$ cat src/rtl/scalar_operand_fetch.sv
// Operand fetch / ID-EX register: MEM/WB bypass, load-use and EX-dependency stalls.
// 1-cycle latency; holds its output while out_valid && !out_ready, and in_ready drops on any hazard.
module scalar_operand_fetch #(
   parameter int DATA_W   = 32,
   parameter int ADDR_W   = 5,
   parameter int NUM_REGS = 15
) (
   input  logic              clk,
   input  logic              rst_n,
   input  logic              flush,
   input  logic              in_valid,
   output logic              in_ready,
   input  logic [ADDR_W-1:0] in_rs1,
   input  logic [ADDR_W-1:0] in_rs2,
   input  logic              in_use_rs1,
   input  logic              in_use_rs2,
   input  logic [ADDR_W-1:0] in_rd,
   input  logic              in_rd_we,
   input  logic              in_is_load,
   output logic [ADDR_W-1:0] rf_rs1,
   output logic [ADDR_W-1:0] rf_rs2,
   input  logic [DATA_W-1:0] rf_rdata1,
   input  logic [DATA_W-1:0] rf_rdata2,
   input  logic              mem_we,
   input  logic              mem_is_load,
   input  logic [ADDR_W-1:0] mem_rd,
   input  logic [DATA_W-1:0] mem_data,
   input  logic              wb_we,
   input  logic [ADDR_W-1:0] wb_rd,
   input  logic [DATA_W-1:0] wb_data,
   output logic              out_valid,
   input  logic              out_ready,
   output logic [DATA_W-1:0] out_op1,
   output logic [DATA_W-1:0] out_op2,
   output logic [ADDR_W-1:0] out_rd,
   output logic              out_rd_we,
   output logic              out_is_load,
   output logic              illegal_reg
);

   localparam logic [ADDR_W:0] NUM_REGS_W = NUM_REGS[ADDR_W:0];

   logic              bad1, bad2;
   logic              haz1, haz2, hazard;
   logic              load_en;
   logic [DATA_W-1:0] op1, op2;

   assign rf_rs1 = in_rs1;
   assign rf_rs2 = in_rs2;

   assign bad1 = ({1'b0, in_rs1} >= NUM_REGS_W);
   assign bad2 = ({1'b0, in_rs2} >= NUM_REGS_W);

   // MEM outranks WB: it holds the younger write to the same register.
   always_comb begin
      op1 = rf_rdata1;
      if (bad1)
         op1 = '0;
      else if (mem_we && !mem_is_load && mem_rd == in_rs1)
         op1 = mem_data;
      else if (wb_we && wb_rd == in_rs1)
         op1 = wb_data;
   end

   always_comb begin
      op2 = rf_rdata2;
      if (bad2)
         op2 = '0;
      else if (mem_we && !mem_is_load && mem_rd == in_rs2)
         op2 = mem_data;
      else if (wb_we && wb_rd == in_rs2)
         op2 = wb_data;
   end

   // No EX bypass: an EX producer or a load in MEM must drain one more stage.
   assign haz1 = in_use_rs1 &&
                 ((out_valid && out_rd_we && out_rd == in_rs1) ||
                  (mem_we && mem_is_load && mem_rd == in_rs1));
   assign haz2 = in_use_rs2 &&
                 ((out_valid && out_rd_we && out_rd == in_rs2) ||
                  (mem_we && mem_is_load && mem_rd == in_rs2));
   assign hazard = haz1 || haz2;

   assign load_en  = !out_valid || out_ready;
   assign in_ready = load_en && !hazard && !flush;

   always_ff @(posedge clk or negedge rst_n) begin
      if (!rst_n) begin
         out_valid   <= 1'b0;
         out_op1     <= '0;
         out_op2     <= '0;
         out_rd      <= '0;
         out_rd_we   <= 1'b0;
         out_is_load <= 1'b0;
         illegal_reg <= 1'b0;
      end else if (flush) begin
         out_valid <= 1'b0;
      end else if (load_en) begin
         if (in_valid && !hazard) begin
            out_valid   <= 1'b1;
            out_op1     <= op1;
            out_op2     <= op2;
            out_rd      <= in_rd;
            out_rd_we   <= in_rd_we;
            out_is_load <= in_is_load;
            illegal_reg <= (in_use_rs1 && bad1) || (in_use_rs2 && bad2);
         end else begin
            out_valid <= 1'b0;
         end
      end
   end

endmodule

$ cat config.mk
export PLATFORM = sky130hd
export DESIGN_NAME = scalar_operand_fetch
export DESIGN_NICKNAME = d
export VERILOG_FILES = /design/src/rtl/scalar_operand_fetch.sv
export SDC_FILE = /design/constraint.sdc
export NUM_CORES = 1
export LEC_CHECK = 0
export CORE_ASPECT_RATIO = 1.25
export CORE_MARGIN = 2
export CORE_UTILIZATION = 40
export CTS_CLUSTER_SIZE = 8
export DETAILED_ROUTE_END_ITERATION = 7
export PLACE_DENSITY = 0.84
export RECOVER_POWER = 25
export SYNTH_ARGS = -nofsm -noshare
export SYNTH_HDL_FRONTEND = slang
export SYNTH_SLANG_ARGS = --single-unit
$ cat constraint.sdc
create_clock -name clk -period 4 [get_ports clk]
set_input_delay 1 -clock clk [delete_from_list [all_inputs] [get_ports clk]]
set_output_delay 1 -clock clk [all_outputs]
set_load 0.05 [all_outputs]
* Word-level counts from Yosys, hierarchy flattened
Cells that the tools add are included.
** Word-level totals
- Output and inout port bits :: 84
- Latch bits :: 0
- Logic and storage cells :: 54
- ROM bits :: 0
- Memories :: 0
- Bits of input ports :: 165
- Bits in registers :: 73
- RAM bits :: 0
** Cells by class
- Divide/modulo/power cells :: 0
- Shifts and indexed selects :: 0
- Reduce and logical (&&, ||, !) cells :: 29
- Bitwise gates (word level) :: 1
- Mux-type cells :: 9
- Equality and inequality tests :: 6
- Order comparisons :: 2
- Add/subtract/negate cells :: 0
- Multiply operators :: 0
** Operators with widths (number)
- $mux W32 :: 6
- $eq A5 B5 Y1 :: 6
- $logic_and A1 B1 Y1 :: 18
- $ge A5 B4 Y1 const B :: 2
- $logic_or A1 B1 Y1 :: 5
- $logic_not A1 Y1 :: 4
- $mux W1 :: 3
- $reduce_and A3 Y1 :: 1
- $reduce_bool A2 Y1 :: 1
- $not A1 Y1 :: 1

* Depth between registers and ports, before layout
Gate-level depths: netlist of run 1.
- Depth in word-level cells :: 10
- Mapped depth :: 8
- Depth with buffers taken out :: 5

* Least setup slack after synthesis of run 1
OpenSTA, ideal clock, no wires.
- Path kind :: input to output
- Start point :: in in_rs2[3]
- End point :: out in_ready
- Data required time :: 3.000 ns
- Slack :: -0.229 ns
- Cell stages on the path :: 7
- Path buffers :: 2
- Arrival :: 3.229 ns
- Cell sequence :: xnor2_1 > nand4_1 > o22ai_2 > or3_1 > clkbuf_1 > clkbuf_1 > nor3b_1
** Between the ends
- Word-level cells in the longest chain between the ends :: 8
- Elaborated cells between the ends (all ways) :: 10
- Those cells by class :: eq/ne: 2; reduce/logical: 8
** RTL lines
- from (decl) :: RTL line 14 : input logic [ADDR_W-1:0] in_rs2,
- $eq A5 B5 Y1 (on tied branches) :: RTL line 80, 81
- $logic_and A1 B1 Y1 (on tied branches) :: RTL line 80, 81
- $logic_or A1 B1 Y1 * :: RTL line 80 : ((out_valid && out_rd_we && out_rd == in_rs2) ||
- $logic_and A1 B1 Y1 * :: RTL line 79 : assign haz2 = in_use_rs2 &&
- $logic_or A1 B1 Y1 * :: RTL line 82 : assign hazard = haz1 || haz2;
- $logic_not A1 Y1 * :: RTL line 85 : assign in_ready = load_en && !hazard && !flush;
- $logic_and A1 B1 Y1 * (2 in series) :: RTL line 85
- to (decl) :: RTL line 12 : output logic in_ready,
Mark *: on every way between the ends. The rest lies on a longest branch, timed or not.

* Worst setup path after layout of run 1
- Start point :: in in_rs2[2]
- End point :: out in_ready
Same word-level chain as after synthesis.

==> out/metrics.yaml, run 1 <==
routing:
  drc: 0
  viasPerCell: 6.56
  detail_route.wl_per_cell_um: 24.3
  vias: 6171
  drt_iter0_drc: 556
  firstDrtPassIters: 5
  wl_um: 22900
  ant_nets: 0
worst_setup_path:
  crit_arrival_ns: 2.79
  cp-end-kind: "output pin"
  required_ns: 3.00
  regToRegSetupSlack_ns: 1.62
  worstSetupStartpointType: "input pin"
  crit_start: "in_rs2[2]"
  r2r-start: "out_rd[2]"
  cp_max_fo: 5
  critPathKind: "input pin to output pin"
timing:
  skew_ns: 0.0110
  fmaxAchievable_ghz: 0.264
  tightest_slew_ns: 1.96
  post-route-min-period_ns: 3.79
  slew_viol_final: 74
  post-route-period-util: 0.948
  grt_setup_unrepaired: "no"
  hold_violations: 0
  setup_tns_ns: 0
  whs_ns: 0.508
  setup_viol: 0
  fin_ws_ns: 0.208
  slew_headroom: -0.304
clocking:
  cts_resized: 0
  cts_setup_buffers: 0
  insertion_delay_ns: 0.34
  cts_tree: "yes"
  cts_buffer_depth: 2
  hold_buffers: 0
  clock_sinks: 73
  clkTransAtPathRegs_ns: 0.06
  root_buffer: "clkbuf_16"
  htreeDepth: 3
  cts_buffers: 9
global_routing:
  grt_pass1_wl_um: 35100
  met3_usage: 0.0675
  grt_pass1_vias: 6386
  grt_max_degree: 74
  use_met2: 0.528
  grt-busiest-layer: "met2"
  grt_util_met1: 0.393
  overflow: 0
  antenna_found_initial: 0
  track_usage: 0.316
floorplan:
  core_area_um2: 13100
  die_area_um2: 14200
  rows: 47
  initial_utilization: 0.404
  ioPinCount: 249
  dieWidth_um: 107
  die_h_um: 133
layout:
  antenna_cells: 0
  drive_above_1_share: 0.116
  finalInstanceArea_um2: 8210
  utilization: 0.626
  layout_commonest_cell: "clkdlybuf4s50_1"
  layout-area-overhead-vs-synth_pct: 55.1
  final_cell_mix: "clkdlybuf4s50_1, dfrtp_1, a311oi_1"
  fillerInstances: 1121
  final_cells: 941
  finalNetCount: 930
  top_regs: "out_op1 (32), out_op2 (32), out_rd (5)"
logic_synthesis:
  syn_avg_cell_area_um2: 9.50
  ys_ff_latch: 73
  synth_area_leader_cell: "dfrtp_1"
  synth_top_area_share: 0.345
  syn_nets: 722
  synth_cell_types: 43
  ys.warnings.count: 0
  syn_area_um2: 5290
  synth-async-reset-ratio: 1.00
  ys_top_cells_by_area: "dfrtp_1, a311oi_1, o31a_1"
  synth.yosys.seq_area_share: 0.345
  ys.flop_type: "dfrtp_1"
  synthCells: 557
  synth_edf_count: 0
pwr:
  p_int_mw: 1.92
  p_leak_nw: 3.08
  p_switching_mw: 1.16
  combPwrFrac: 0.412
  power_density_nw_per_um2: 375
  p_seq_frac: 0.300
  clkPwrFrac: 0.288
  switching_share: 0.377
  ir_drop_uv: 192
  power.total_mw: 3.08
worst_hold_path:
  min_path_type: "flip-flop to flip-flop"
  worstHoldStart: "out_op1[18]"
placement:
  placedCellCount: 925
  dpl_cell_area_um2: 7890
  gp_congestion: 0.884
  post-dp-hpwl_um: 15900
  port_buffers: 248
  place_ws_ns: 0.210
outcome:
  outcome: "complete, but fails checks"
  violations: "capacitance limit, slew limit"
flow_run:
  cap_violations: 1
-- synthesized netlist by cell type (7+ instances only) --
cell type and number:
a221oi_1 18, a311oi_1 46, and3_1 19, buf_2 8, buf_4 10, clkbuf_1 60
dfrtp_1 73, inv_1 36, mux2_2 20, nand2b_1 7, nand4_1 19, nor2_1 20
nor3_1 17, o21ai_0 15, o21bai_1 32, o31a_1 32, o32ai_1 32, o41ai_1 26
o41ai_2 10, xnor2_1 21
-- worst max-delay path: stages --
cell and delay (ns):
clkdlybuf4s50_1 0.63, xor2_1 0.18, nor3_1 0.11, and2_4 0.15, or3_1 0.34, nor3b_2 0.17, buf_4 0.22
-- final cells by class --
class                           instances  area [µm²]  area share
Clock buffer                           12         246      0.0300
Clock inverter                          4        76.3     0.00930
Inverter                               36         135      0.0165
Multi-Input combinational cell        368        3000       0.366
Sequential cell                        73        1830       0.223
Tap cell                              171         214      0.0261
Timing Repair Buffer                  277        2710       0.330
-- worst paths after layout --
kind                                to  cells past startpoint
max reg2reg                 out_op1[0]                      6
min                        out_op1[18]                      1
min in group asynchronous  out_op1[28]                      1
max in group asynchronous  out_op1[26]                      1
min reg2reg                out_op1[18]                      1
max                           in_ready                      7
-- power by group through the flow --
stage | clock network (mW) | logic, mW | registers, mW
2_1_floorplan | 0 | 0.346 | 1.30
3_3_place_gp | 0 | 1.24 | 0.930
3_5_place_dp | 0 | 1.26 | 0.935
4_1_cts | 0.894 | 1.26 | 0.924
5_1_grt | 0.918 | 1.32 | 0.937
6_report | 0.887 | 1.27 | 0.925
-- cell families (layout without fill, tap and decap cells) --
kind of cell / after synthesis / in the layout / synth area share
AOI/OAI and AO/OA: 217 / 217 / 0.356
xor gates and xnor gates: 27 / 27 / 0.0447
buffers and inverters: 116 / 329 / 0.0941
DFF: 73 / 73 / 0.345
muxes: 22 / 22 / 0.0468
and+or+nand+nor: 102 / 102 / 0.113
-- per-layer routing --
layer | vias up | part of all wire
li1 | 2624 | -
met1 | 3015 | 0.38
met2 | 449 | 0.49
met3 | 83 | 0.097
met4 | 0 | 0.039
met5 | - | 0
Note: power is estimated with default switching activity, not from simulation.
==> run 2: changes to the inputs <==
--- a/config.mk
+++ b/config.mk
@@ -5,6 +5,7 @@
 export SDC_FILE = /design/constraint.sdc
 export NUM_CORES = 1
 export LEC_CHECK = 0
+export CAP_MARGIN = 40
 export CORE_ASPECT_RATIO = 1.25
 export CORE_MARGIN = 2
 export CORE_UTILIZATION = 40
==> run 2 against run 1 <==
  * Design area hardly changed
  * The flow still finishes with violations (capacitance limit, slew limit)
  * Critical path depth is the same
  * Global-route usage shrank 0.28 points
  * Die area did not move
  * Non-clock buffer count increased by 1
  * Clock power barely moved
  * Register-to-register slack improved by 0.05 ns
  * Sequential cell count did not move
  * Combinational power barely moved
==> out/metrics.yaml, run 2 (synthesis results as in run 1) <==
worst_setup_path:
  cp-end-kind: "output pin"
  cp_cell_sequence: "clkdlybuf4s50_1 > xor2_1 > nor3_1 > and2_4 > or3_1 > nor3b_2 > buf_4"
  worstSetupStartpointType: "input pin"
  required_ns: 3.00
  r2r-start: "out_rd[2]"
  crit_start: "in_rs2[2]"
  crit_arrival_ns: 2.80
  cp_max_fo: 5
  crit_buf_inv: 2
  critPathKind: "input pin to output pin"
  critPathTopFamily: "buffers and inverters"
  cpMaxStageDelayCell: "clkdlybuf4s50_1"
  critPathMaxStageDelay_ns: 0.63
clocking:
  cts_buffer_depth: 2
  hold_buffers: 0
  clkTransAtPathRegs_ns: 0.06
  htreeDepth: 3
  cts_tree: "yes"
  cts_setup_buffers: 0
  clock_sinks: 73
  cts_buffers: 9
  cts_resized: 0
  insertion_delay_ns: 0.34
  root_buffer: "clkbuf_16"
global_routing:
  grt_pass1_wl_um: 34700
  track_usage: 0.313
  grt_pass1_vias: 6209
  overflow: 0
  antenna_found_initial: 0
  grt_max_degree: 58
routing:
  firstDrtPassIters: 5
  detail_route.wl_per_cell_um: 24.1
  drt_iter0_drc: 510
  ant_nets: 0
  drc: 0
  viasPerCell: 6.47
  wl_um: 22700
  vias: 6097
floorplan:
  initial_utilization: 0.404
  core_area_um2: 13100
  rows: 47
  dieWidth_um: 107
  ioPinCount: 249
  die_area_um2: 14200
  die_h_um: 133
pwr:
  ir_drop_uv: 192
  power_density_nw_per_um2: 375
  p_leak_nw: 3.08
layout:
  layout-area-overhead-vs-synth_pct: 55.2
  final_cell_mix: "clkdlybuf4s50_1, dfrtp_1, a311oi_1"
  layout_commonest_cell: "clkdlybuf4s50_1"
  drive_above_1_share: 0.115
  top_regs: "out_op1 (32), out_op2 (32), out_rd (5)"
  antenna_cells: 0
  finalNetCount: 931
  final_cells: 942
timing:
  skew_ns: 0.0120
  post-route-period-util: 0.949
  tightest_slew_ns: 1.54
  grt_setup_unrepaired: "no"
  setup_viol: 0
  hold_violations: 0
  slew_headroom: -0.0252
  post-route-min-period_ns: 3.80
  fmaxAchievable_ghz: 0.263
  slew_viol_final: 58
  setup_tns_ns: 0
  whs_ns: 0.508
outcome:
  violations: "capacitance limit, slew limit"
  outcome: "complete, but fails checks"
placement:
  gp_congestion: 0.884
  post-dp-hpwl_um: 16000
  placedCellCount: 926
  port_buffers: 248
worst_hold_path:
  min_path_type: "flip-flop to flip-flop"
  worstHoldStart: "out_op1[18]"
flow_run:
  cap_violations: 1
## run 2: cell types whose count changed in the layout (fill, tap and decap cells not counted)
cell / previous run / this run
clkbuf_1: 2 / 3
## run 2: final cells by class
class / count / area [µm²]
fillers: 1080 / 4900
multi-input cells: 368 / 3000
repair buffers: 278 / 2710
flip-flops and latches: 73 / 1830
clock buffers: 12 / 246
well taps: 171 / 214
inverters: 36 / 135
clock inverters: 4 / 76.3
## run 2: per-stage QoR
step                 util  setup WS [ns]  cell area (µm²)  power [mW]
floorplan               -          0.262             5300        1.64
global placement    0.601          0.204             7890        2.17
detailed placement  0.604          0.187             7920        2.20
CTS                 0.628          0.179             8240        3.08
global route        0.626         0.0599             8210        3.17
finish              0.626          0.204             8210        3.08
## run 2: path summary, 6_finish.rpt
kind	endpoint	slack, ns	cells after the start
max reg2reg	out_op1[25]	1.67	6
max	in_ready	0.20	7
min	out_op1[18]	0.51	1
max in group asynchronous	out_op1[26]	1.18	2
min in group asynchronous	out_op1[29]	0.78	1
min reg2reg	out_op1[18]	0.51	1
## run 2: per-layer routing
layer	vias to the layer above	wire length, µm	part of all wire	track usage
met4	0	727	0.032	0.110
met1	2937	8580	0.38	0.394
li1	2632	-	-	-
met2	458	11100	0.49	0.528
met3	70	2230	0.098	0.0660
met5	-	0	0	0
## run 2: power by group
group          internal (mW)  switching [mW]  total, mW  leakage (nW)
clock                  0.565           0.323      0.889         0.153
combinational          0.507           0.760       1.27          1.98
sequential             0.846          0.0777      0.923         0.943
==> run 3: changes to the inputs <==
--- a/config.mk
+++ b/config.mk
@@ -8,10 +8,11 @@
 export CAP_MARGIN = 40
 export CORE_ASPECT_RATIO = 1.25
 export CORE_MARGIN = 2
-export CORE_UTILIZATION = 40
+export CORE_UTILIZATION = 42
 export CTS_CLUSTER_SIZE = 8
 export DETAILED_ROUTE_END_ITERATION = 7
-export PLACE_DENSITY = 0.84
+export GPL_ROUTABILITY_DRIVEN = 1
+export PLACE_DENSITY = 0.88
 export RECOVER_POWER = 25
 export SYNTH_ARGS = -nofsm -noshare
 export SYNTH_HDL_FRONTEND = slang
==> run 3 against run 2 <==
  * The run still ends with capacitance limit, slew limit left
  * Critical path depth is the same
  * Combinational power is essentially flat
  * Non-clock buffer count grew 2
  * Sequential cell count is the same
  * Global-route usage grew 2.0 points
  * Register-to-register slack lost 0.05 ns
  * Die area shrank 4.6%
  * Sequential power is essentially flat
  * Routed wire length grew 0.65%
  * Fmax grew 0.11%
  * Sequential share of layout area is essentially flat
  * Largest power group unchanged
==> out/metrics.yaml, run 3 (synthesis results as in run 1) <==
outcome:
  outcome: "complete, but fails checks"
  violations: "capacitance limit, slew limit"
clocking:
  hold_buffers: 0
  root_buffer: "clkbuf_16"
  cts_resized: 0
  cts_buffer_depth: 2
  clkTransAtPathRegs_ns: 0.06
  clock_sinks: 73
  insertion_delay_ns: 0.34
  htreeDepth: 3
  cts_tree: "yes"
  cts_setup_buffers: 0
  cts_buffers: 9
routing:
  wl_met1_um: 8940
  met3_length_um: 2440
  detail_route.wl_per_cell_um: 24.4
  top_layer_used: "met4"
  vias: 6097
  dr_wl_met2_um: 10700
  wl_um: 22800
  ant_nets: 0
  firstDrtPassIters: 6
  drc: 0
  viasPerCell: 6.51
  drt_iter0_drc: 555
worst_setup_path:
  crit_arrival_ns: 2.79
  regToRegSetupSlack_ns: 1.62
  worstSetupStartpointType: "input pin"
  critPathKind: "input pin to output pin"
  required_ns: 3.00
  cp_max_fo: 5
  cp-end-kind: "output pin"
floorplan:
  core_area_um2: 12200
  initial_utilization: 0.433
  ioPinCount: 249
  die_h_um: 130
  rows: 45
  die_area_um2: 13500
  dieWidth_um: 104
global_routing:
  grt_pass1_wl_um: 35200
  grt_pass1_vias: 6172
  overflow: 0
  track_usage: 0.333
  grt_max_degree: 56
  antenna_found_initial: 1
layout:
  finalInstanceArea_um2: 8210
  final_cells: 937
  top_regs: "out_op1 (32), out_op2 (32), out_rd (5)"
  drive_above_1_share: 0.118
  layout_commonest_cell: "clkdlybuf4s50_1"
  finalNetCount: 933
  layout-area-overhead-vs-synth_pct: 55.1
  final_cell_mix: "clkdlybuf4s50_1, dfrtp_1, a311oi_1"
placement:
  post-dp-hpwl_um: 16200
  placedCellCount: 921
  place_ws_ns: 0.215
  port_buffers: 248
  dpl_cell_area_um2: 7930
  gp_congestion: 0.909
timing:
  post-route-min-period_ns: 3.79
  slew_headroom: -0.00366
  setup_viol: 0
  skew_ns: 0.00632
  hold_violations: 0
  fmaxAchievable_ghz: 0.264
  setup_tns_ns: 0
  slew_viol_final: 55
  post-route-period-util: 0.948
  fin_ws_ns: 0.208
  tightest_slew_ns: 1.51
  grt_setup_unrepaired: "no"
pwr:
  power.total_mw: 3.02
  ir_drop_uv: 233
  power_density_nw_per_um2: 368
  p_leak_nw: 3.09
worst_hold_path:
  min_path_type: "flip-flop to flip-flop"
flow_run:
  cap_violations: 1
==> run 3: cell types whose count changed in the layout (fill, tap and decap cells not counted) <==
cell	delta
clkbuf_8	+1
clkinv_4	-1
buf_12	+1
clkinv_2	+2
diode_2	+1
bufinv_16	-1
buf_4	+1
clkbuf_1	-1
clkinvlp_4	-1
==> run 3: path summary, 6_finish.rpt <==
check / endpoint / startpoint / depth (start not counted)
min: out_op1[17] / out_op1[17] / 1
max: in_ready / in_rs1[0] / 7
min reg2reg: out_op1[17] / out_op1[17] / 1
max reg2reg: out_op1[31] / out_rd[3] / 6
min in group asynchronous: out_op1[16] / rst_n / 1
max in group asynchronous: out_op1[1] / rst_n / 2
==> run 3: power breakdown <==
group | switching (mW) | internal, mW
sequential | 0.0759 | 0.846
clock | 0.312 | 0.512
combinational | 0.766 | 0.510
==> run 3: layer usage <==
metal,GRT usage,up-vias
li1,-,2643
met1,0.424,2897
met2,0.553,494
met3,0.0765,63
met4,0.127,0
met5,0,-
==> run 3: final cells by class <==
| cell class | count | area (µm²) |
|---|---|---|
| fill | 999 | 4010 |
| timing repair buffer | 280 | 2740 |
| inverter | 36 | 135 |
| multi-input combinational | 368 | 3000 |
| clock inverter | 3 | 40.0 |
| sequential | 73 | 1830 |
| clock buffer | 12 | 256 |
| tap | 164 | 205 |
| antenna | 1 | 2.50 |
==> run 3: critical path: stages <==
cell and delay [ns]:
clkdlybuf4s50_1 0.56, xnor2_1 0.20, nand4_1 0.13, o22ai_2 0.10
or3_1 0.42, nor3b_2 0.16, buf_4 0.21
==> run 3: per-stage QoR <==
step                      hold WS (ns)   util
after floorplan                  0.704      -
after global placement           0.489  0.647
after CTS                        0.508  0.674
final                            0.505  0.672
after global routing             0.518  0.671
after detailed placement         0.494  0.649
